--- config.mk ---
export PLATFORM = sky130hd
export DESIGN_NAME = load_store_unit
export DESIGN_NICKNAME = d
export VERILOG_FILES = /design/src/rtl/lsu_pkg.sv /design/src/rtl/lsu_lane_align.sv /design/src/rtl/load_store_unit.sv
export SDC_FILE = /design/constraint.sdc
export NUM_CORES = 1
export LEC_CHECK = 0
export ABC_AREA = 0
export CORE_UTILIZATION = 49
export DETAILED_ROUTE_END_ITERATION = 6
export DONT_BUFFER_PORTS = 1
export PLACE_DENSITY_LB_ADDON = 0.08
export SYNTH_ARGS = -nofsm -noshare
export SYNTH_HDL_FRONTEND = slang
export SYNTH_SLANG_ARGS = --single-unit
--- constraint.sdc ---
create_clock -name clock -period 3.01 [get_ports clock]
set_input_delay 0.602 -clock clock [delete_from_list [all_inputs] [get_ports clock]]
set_output_delay 0.602 -clock clock [all_outputs]
set_load 0.01 [all_outputs]
--- src/rtl/lsu_pkg.sv ---
// Shared encodings for the load/store unit: access sizes, FSM states and
// the request legality check used at acceptance.
package lsu_pkg;

  localparam logic [1:0] SZ_BYTE = 2'b00;
  localparam logic [1:0] SZ_HALF = 2'b01;
  localparam logic [1:0] SZ_WORD = 2'b10;
  localparam logic [1:0] SZ_RSVD = 2'b11;

  typedef enum logic [1:0] {
    IDLE  = 2'b00,
    READ  = 2'b01,
    WRITE = 2'b10,
    RESP  = 2'b11
  } lsu_state_t;

  // Misaligned half/word and the reserved size are all rejected.
  function automatic logic req_is_error(input logic [1:0] size,
                                        input logic [1:0] addr_lo);
    logic err;
    case (size)
      SZ_BYTE: err = 1'b0;
      SZ_HALF: err = addr_lo[0];
      SZ_WORD: err = (addr_lo != 2'b00);
      default: err = 1'b1;
    endcase
    return err;
  endfunction

endpackage

--- src/rtl/lsu_lane_align.sv ---
// Little-endian lane handling: extracts/extends load data from a memory word
// and merges store data into the read word for sub-word writes.
module lsu_lane_align
  import lsu_pkg::*;
(
  input  logic [1:0]  size,
  input  logic [1:0]  addr_lo,
  input  logic        sign_ext,
  input  logic [31:0] rword,
  input  logic [31:0] wdata,
  output logic [31:0] load_data,
  output logic [31:0] merged
);

  logic [4:0]  byte_shift;
  logic [4:0]  half_shift;
  logic [31:0] byte_word;
  logic [7:0]  byte_sel;
  logic [15:0] half_sel;
  logic [31:0] byte_mask;
  logic [31:0] half_mask;

  assign byte_shift = {addr_lo, 3'b000};
  assign half_shift = {addr_lo[1], 4'b0000};
  assign byte_word  = rword >> byte_shift;
  assign byte_sel   = byte_word[7:0];
  assign half_sel   = addr_lo[1] ? rword[31:16] : rword[15:0];
  assign byte_mask  = 32'h0000_00FF << byte_shift;
  assign half_mask  = 32'h0000_FFFF << half_shift;

  always_comb begin
    load_data = rword;
    merged    = wdata;
    case (size)
      SZ_BYTE: begin
        load_data = sign_ext ? {{24{byte_sel[7]}}, byte_sel} : {24'h0, byte_sel};
        merged    = (rword & ~byte_mask) | ((wdata & 32'h0000_00FF) << byte_shift);
      end
      SZ_HALF: begin
        load_data = sign_ext ? {{16{half_sel[15]}}, half_sel} : {16'h0, half_sel};
        merged    = (rword & ~half_mask) | ((wdata & 32'h0000_FFFF) << half_shift);
      end
      default: begin
        load_data = rword;
        merged    = wdata;
      end
    endcase
  end

endmodule

--- src/rtl/load_store_unit.sv ---
// Load/store unit: single outstanding CPU access to a word memory with
// sub-word loads, read-modify-write sub-word stores and alignment checking.
//
// state | meaning
// IDLE  | ready for a request
// READ  | memory word addressed; load data or RMW merge captured
// WRITE | single-cycle mem_WE pulse with the final word
// RESP  | response held until resp_ready
module load_store_unit
  import lsu_pkg::*;
#(
  parameter int ADDR_WIDTH = 32,
  parameter int DATA_WIDTH = 32
) (
  input  logic                  clock,
  input  logic                  reset_n,
  input  logic                  req_valid,
  output logic                  req_ready,
  input  logic                  req_write,
  input  logic [1:0]            req_size,
  input  logic                  req_signed,
  input  logic [ADDR_WIDTH-1:0] req_addr,
  input  logic [DATA_WIDTH-1:0] req_wdata,
  output logic                  resp_valid,
  input  logic                  resp_ready,
  output logic [DATA_WIDTH-1:0] resp_rdata,
  output logic                  resp_error,
  output logic                  mem_WE,
  output logic [ADDR_WIDTH-1:0] mem_addr,
  output logic [DATA_WIDTH-1:0] mem_wdata,
  input  logic [DATA_WIDTH-1:0] mem_rdata
);

  lsu_state_t            state, state_next;
  logic                  accept;
  logic                  req_err;
  logic                  write_q;
  logic [1:0]            size_q;
  logic                  signed_q;
  logic [1:0]            addr_lo_q;
  logic [DATA_WIDTH-1:0] wdata_q;
  logic [ADDR_WIDTH-1:0] mem_addr_q;
  logic [DATA_WIDTH-1:0] mem_wdata_q;
  logic [DATA_WIDTH-1:0] resp_rdata_q;
  logic                  resp_error_q;
  logic [31:0]           load_data;
  logic [31:0]           merged;

  assign req_err = req_is_error(req_size, req_addr[1:0]);

  lsu_lane_align u_lane_align (
    .size      (size_q),
    .addr_lo   (addr_lo_q),
    .sign_ext  (signed_q),
    .rword     (mem_rdata),
    .wdata     (wdata_q),
    .load_data (load_data),
    .merged    (merged)
  );

  always_ff @(posedge clock or negedge reset_n) begin
    if (!reset_n) state <= IDLE;
    else          state <= state_next;
  end

  always_comb begin
    state_next = state;
    req_ready  = (state == IDLE);
    accept     = req_valid && (state == IDLE);
    mem_WE     = (state == WRITE);
    resp_valid = (state == RESP);
    case (state)
      IDLE: begin
        if (accept) begin
          if (req_err)                  state_next = RESP;
          else if (!req_write)          state_next = READ;
          else if (req_size == SZ_WORD) state_next = WRITE;
          else                          state_next = READ;
        end
      end
      READ:    state_next = write_q ? WRITE : RESP;
      WRITE:   state_next = RESP;
      RESP:    if (resp_ready) state_next = IDLE;
      default: state_next = IDLE;
    endcase
  end

  // Response registers only change on acceptance or in READ, so they stay
  // stable for the whole RESP backpressure window.
  always_ff @(posedge clock or negedge reset_n) begin
    if (!reset_n) begin
      write_q      <= 1'b0;
      size_q       <= SZ_BYTE;
      signed_q     <= 1'b0;
      addr_lo_q    <= 2'b00;
      wdata_q      <= '0;
      mem_addr_q   <= '0;
      mem_wdata_q  <= '0;
      resp_rdata_q <= '0;
      resp_error_q <= 1'b0;
    end else if (accept) begin
      write_q      <= req_write;
      size_q       <= req_size;
      signed_q     <= req_signed;
      addr_lo_q    <= req_addr[1:0];
      wdata_q      <= req_wdata;
      mem_addr_q   <= req_addr >> 2;
      mem_wdata_q  <= req_wdata;
      resp_rdata_q <= '0;
      resp_error_q <= req_err;
    end else if (state == READ) begin
      if (write_q) mem_wdata_q  <= merged;
      else         resp_rdata_q <= load_data;
    end
  end

  assign mem_addr   = mem_addr_q;
  assign mem_wdata  = mem_wdata_q;
  assign resp_rdata = resp_rdata_q;
  assign resp_error = resp_error_q;

endmodule
==> impl_metrics.py <==
metrics = {
    "status": {
        "status": "finished with violations",
        "violations": "hold timing",
    },
    "sta": {
        "worst_slew_pin_slew_ns": 0.806,
        "worst_hold_slack_ns": -0.121,
        "post-route-period-util": 0.798,
        "maxSlewHeadroom": 0.449,
        "grt_setup_unrepaired": "false",
        "fin_skew_ns": 0.0143,
        "timing.final.ws_setup_ns": 0.609,
        "period_needed_ns": 2.40,
        "finalSetupViolCount": 0,
        "finalMaxSlewViolations": 0,
        "clock.fmax_ghz": 0.416,
        "timing.final.hold_violations": 135,
        "fin_setup_tns_ns": 0,
    },
    "cts": {
        "cts_buffers": 17,
        "insertion_delay_ns": 0.43,
        "htree_levels": 4,
        "cts_root_buf": "clkbuf_16",
        "cts_max_path_buffers": 2,
        "path_clk_slew_ns": 0.06,
        "cts_resized": 0,
        "cts_tree": "done",
        "clkSinkCount": 135,
        "cts_setup_buffers": 0,
    },
    "power": {
        "p_leak_uw": 0.00352,
        "combinationalPowerShare": 0.352,
        "p_per_area_nw_per_um2": 1200,
        "p_switching_uw": 3650,
        "p_int_uw": 5300,
        "seqPwrFrac": 0.399,
        "netSwitchingFraction": 0.407,
        "irDropWorstVdd_v": 0.000529,
        "clockPowerShare": 0.249,
    },
    "critical_path": {
        "required_ns": 3.37,
        "critical_path.cell_chain": "inv_1 -> ha_1 -> nor2b_1 -> nand2_2 -> nor2_2 -> a221o_2",
        "cp-start-kind": "flip-flop",
        "path_delay_family": "simple AND/OR/NAND/NOR gates",
        "slowest_delay_ns": 0.61,
        "cp_slowest_cell": "nor2_2",
        "arrival_ns": 2.76,
        "end_kind": "flip-flop",
        "path_buf_inv": 1,
        "critPathKind": "reg -> reg",
        "crit_fanout": 18,
    },
    "route": {
        "vias": 5501,
        "wl_per_cell_um": 21.5,
        "first_pass_iters": 5,
        "postRouteAntennaNets": 0,
        "drc": 0,
        "drt_wl_total_um": 19200,
        "vias_per_cell": 6.16,
        "drtIter0Drc": 418,
    },
    "finish": {
        "area_growth_pct": 11.3,
        "register_area_um2": 3380,
        "n_antenna_cell": 0,
        "final_nets": 813,
        "drive_above_1_share": 0.107,
        "nFillCells": 1186,
        "multi_input_area_um2": 3010,
    },
    "global_routing": {
        "grt_max_degree": 136,
        "grt_pass1_vias": 5439,
        "gr-total-overflow": 0,
        "antenna_found_initial": 0,
        "grt_pass1_wl_um": 30500,
        "track_usage": 0.283,
    },
    "logic_synthesis": {
        "ys_top_cells_by_count": "230 x nand2_1, 135 x dfrtp_1, 28 x clkbuf_1",
        "syn-cell-area_um2": 6690,
        "synth_flop_cell": "dfrtp_1",
        "ys_seq_area_frac": 0.505,
        "yosysMostFrequentCell": "nand2_1",
        "synth_edf_count": 0,
        "synth_top_area_cell": "dfrtp_1",
        "yosys_warnings": 0,
        "async_flop_share": 1.00,
        "synthTopCellsByArea": "dfrtp_1 50%, nand2_1 13%, o211ai_1 2.0%",
        "post_synth_num_cell_types": 59,
        "synthCells": 721,
        "ys_ff_latch": 135,
        "syn_area_per_cell_um2": 9.28,
        "synth_top_cell_area_share": 0.505,
    },
    "floorplanning": {
        "die_area_um2": 14100,
        "core_area_um2": 13300,
        "die_w_um": 119,
        "start_util": 0.503,
        "io_pins": 204,
        "die_h_um": 119,
        "fp-row-count": 42,
    },
    "place": {
        "hpwl_um": 13500,
        "io_buffer_count": 0,
        "dp_slack_ns": 0.621,
        "gp_congestion": 0.821,
    },
    "hold_path": {
        "hold_class": "in -> async",
    },
    "run": {
        "cap_violations": 0,
    },
}
metal layers:
| metal | part of all wire | routed length [um] | track usage | vias up |
|---|---|---|---|---|
| met1 | 0.43 | 8290 | 0.364 | 2697 |
| met3 | 0.10 | 1950 | 0.124 | 21 |
| li1 | - | - | - | 2526 |
| met4 | 0.017 | 329 | 0.0870 | 0 |
| met2 | 0.45 | 8670 | 0.429 | 257 |
| met5 | 0 | 0 | 0 | - |
worst register-to-register path: cells and delay by family, from the launching register on:
kind | cells | cell delay, ns
AND/OR/NAND/NOR | 3 | 1.31
adder cells (fa/ha/maj) | 1 | 0.21
flip-flops | 1 | 0.40
AO/OA/AOI/OAI | 1 | 0.27
buffers and inverters | 1 | 0.13
worst paths after layout:
check                            endpoint  depth (start not counted)          from  slack, ns
max reg2reg                resp_rdata[21]                          6      state[1]       0.61
min                         mem_wdata[16]                          0       reset_n      -0.12
max                        resp_rdata[21]                          6      state[1]       0.61
min in group clock           mem_addr[23]                          2  req_addr[25]       0.28
min reg2reg                   wdata_q[29]                          2   wdata_q[29]       0.47
max in group asynchronous   mem_wdata[30]                          0       reset_n       2.88
cells in the final DEF, fill, tap and decap left out, types with 5 or more instances in the layout:
cell type / synthesis / routed
dfrtp_1: 135 / 135
o211ai_1: 18 / 18
mux2_2: 7 / 7
a311oi_1: 7 / 7
buf_4: 4 / 16
mux2i_1: 9 / 9
a21o_1: 11 / 11
o21ai_0: 22 / 22
o31ai_1: 8 / 8
a221o_2: 9 / 9
a22oi_1: 5 / 5
a2111oi_0: 5 / 5
ha_1: 5 / 5
a221oi_1: 10 / 10
a2bb2oi_1: 8 / 8
o22ai_1: 7 / 7
nor2_1: 23 / 22
and3_1: 11 / 11
nand2_1: 230 / 229
o221ai_1: 5 / 5
inv_1: 15 / 15
o21a_1: 8 / 8
clkbuf_16: 0 / 17
nor3_1: 16 / 16
a21oi_1: 19 / 19
o22a_1: 13 / 13
a221o_1: 8 / 8
o41ai_1: 5 / 5
power by group through the flow:
stage	registers [uW]	logic [uW]	clock network, uW
2_1_floorplan	3320	2530	0
3_3_place_gp	3570	3040	0
3_5_place_dp	3590	3140	0
4_1_cts	3570	3150	2270
5_1_grt	3670	3540	2340
6_report	3580	3150	2230
sequential cells by signal, summed over array words and instances (netlist names):
register and cells:
mem_wdata 32, wdata_q 32, state 2, size_q 2, addr_lo_q 2, signed_q 1, write_q 1, mem_addr 30
resp_rdata 32, resp_error 1
layout make-up:
| class | count | share of cell area |
|---|---|---|
| sequential | 135 | 0.454 |
| multi-input combinational | 517 | 0.404 |
| clock buffer | 18 | 0.0590 |
| tap | 176 | 0.0296 |
| clock inverter | 14 | 0.0267 |
| timing repair buffer | 17 | 0.0188 |
| inverter | 16 | 0.00807 |
through the flow:
stage,utilization,power (uW),cells,hold slack (ns),instance area [um2]
2_1_floorplan,-,5840,722,0.306,6700
3_3_place_gp,0.512,6610,861,0.310,6810
3_5_place_dp,0.512,6730,861,0.312,6810
4_1_cts,0.560,8990,893,-0.142,7440
5_1_grt,0.560,9550,893,-0.145,7440
6_report,0.560,8950,893,-0.121,7440
logic make-up after synthesis:
family	after synthesis	synth area share
fa+ha+maj	5	0.00935
buf+inv	70	0.0473
flops	135	0.505
other cells	1	0.000560
simple gates	304	0.191
mux	19	0.0331
compound gates	187	0.214
No activity file was read; power rests on OpenSTA's default activity.
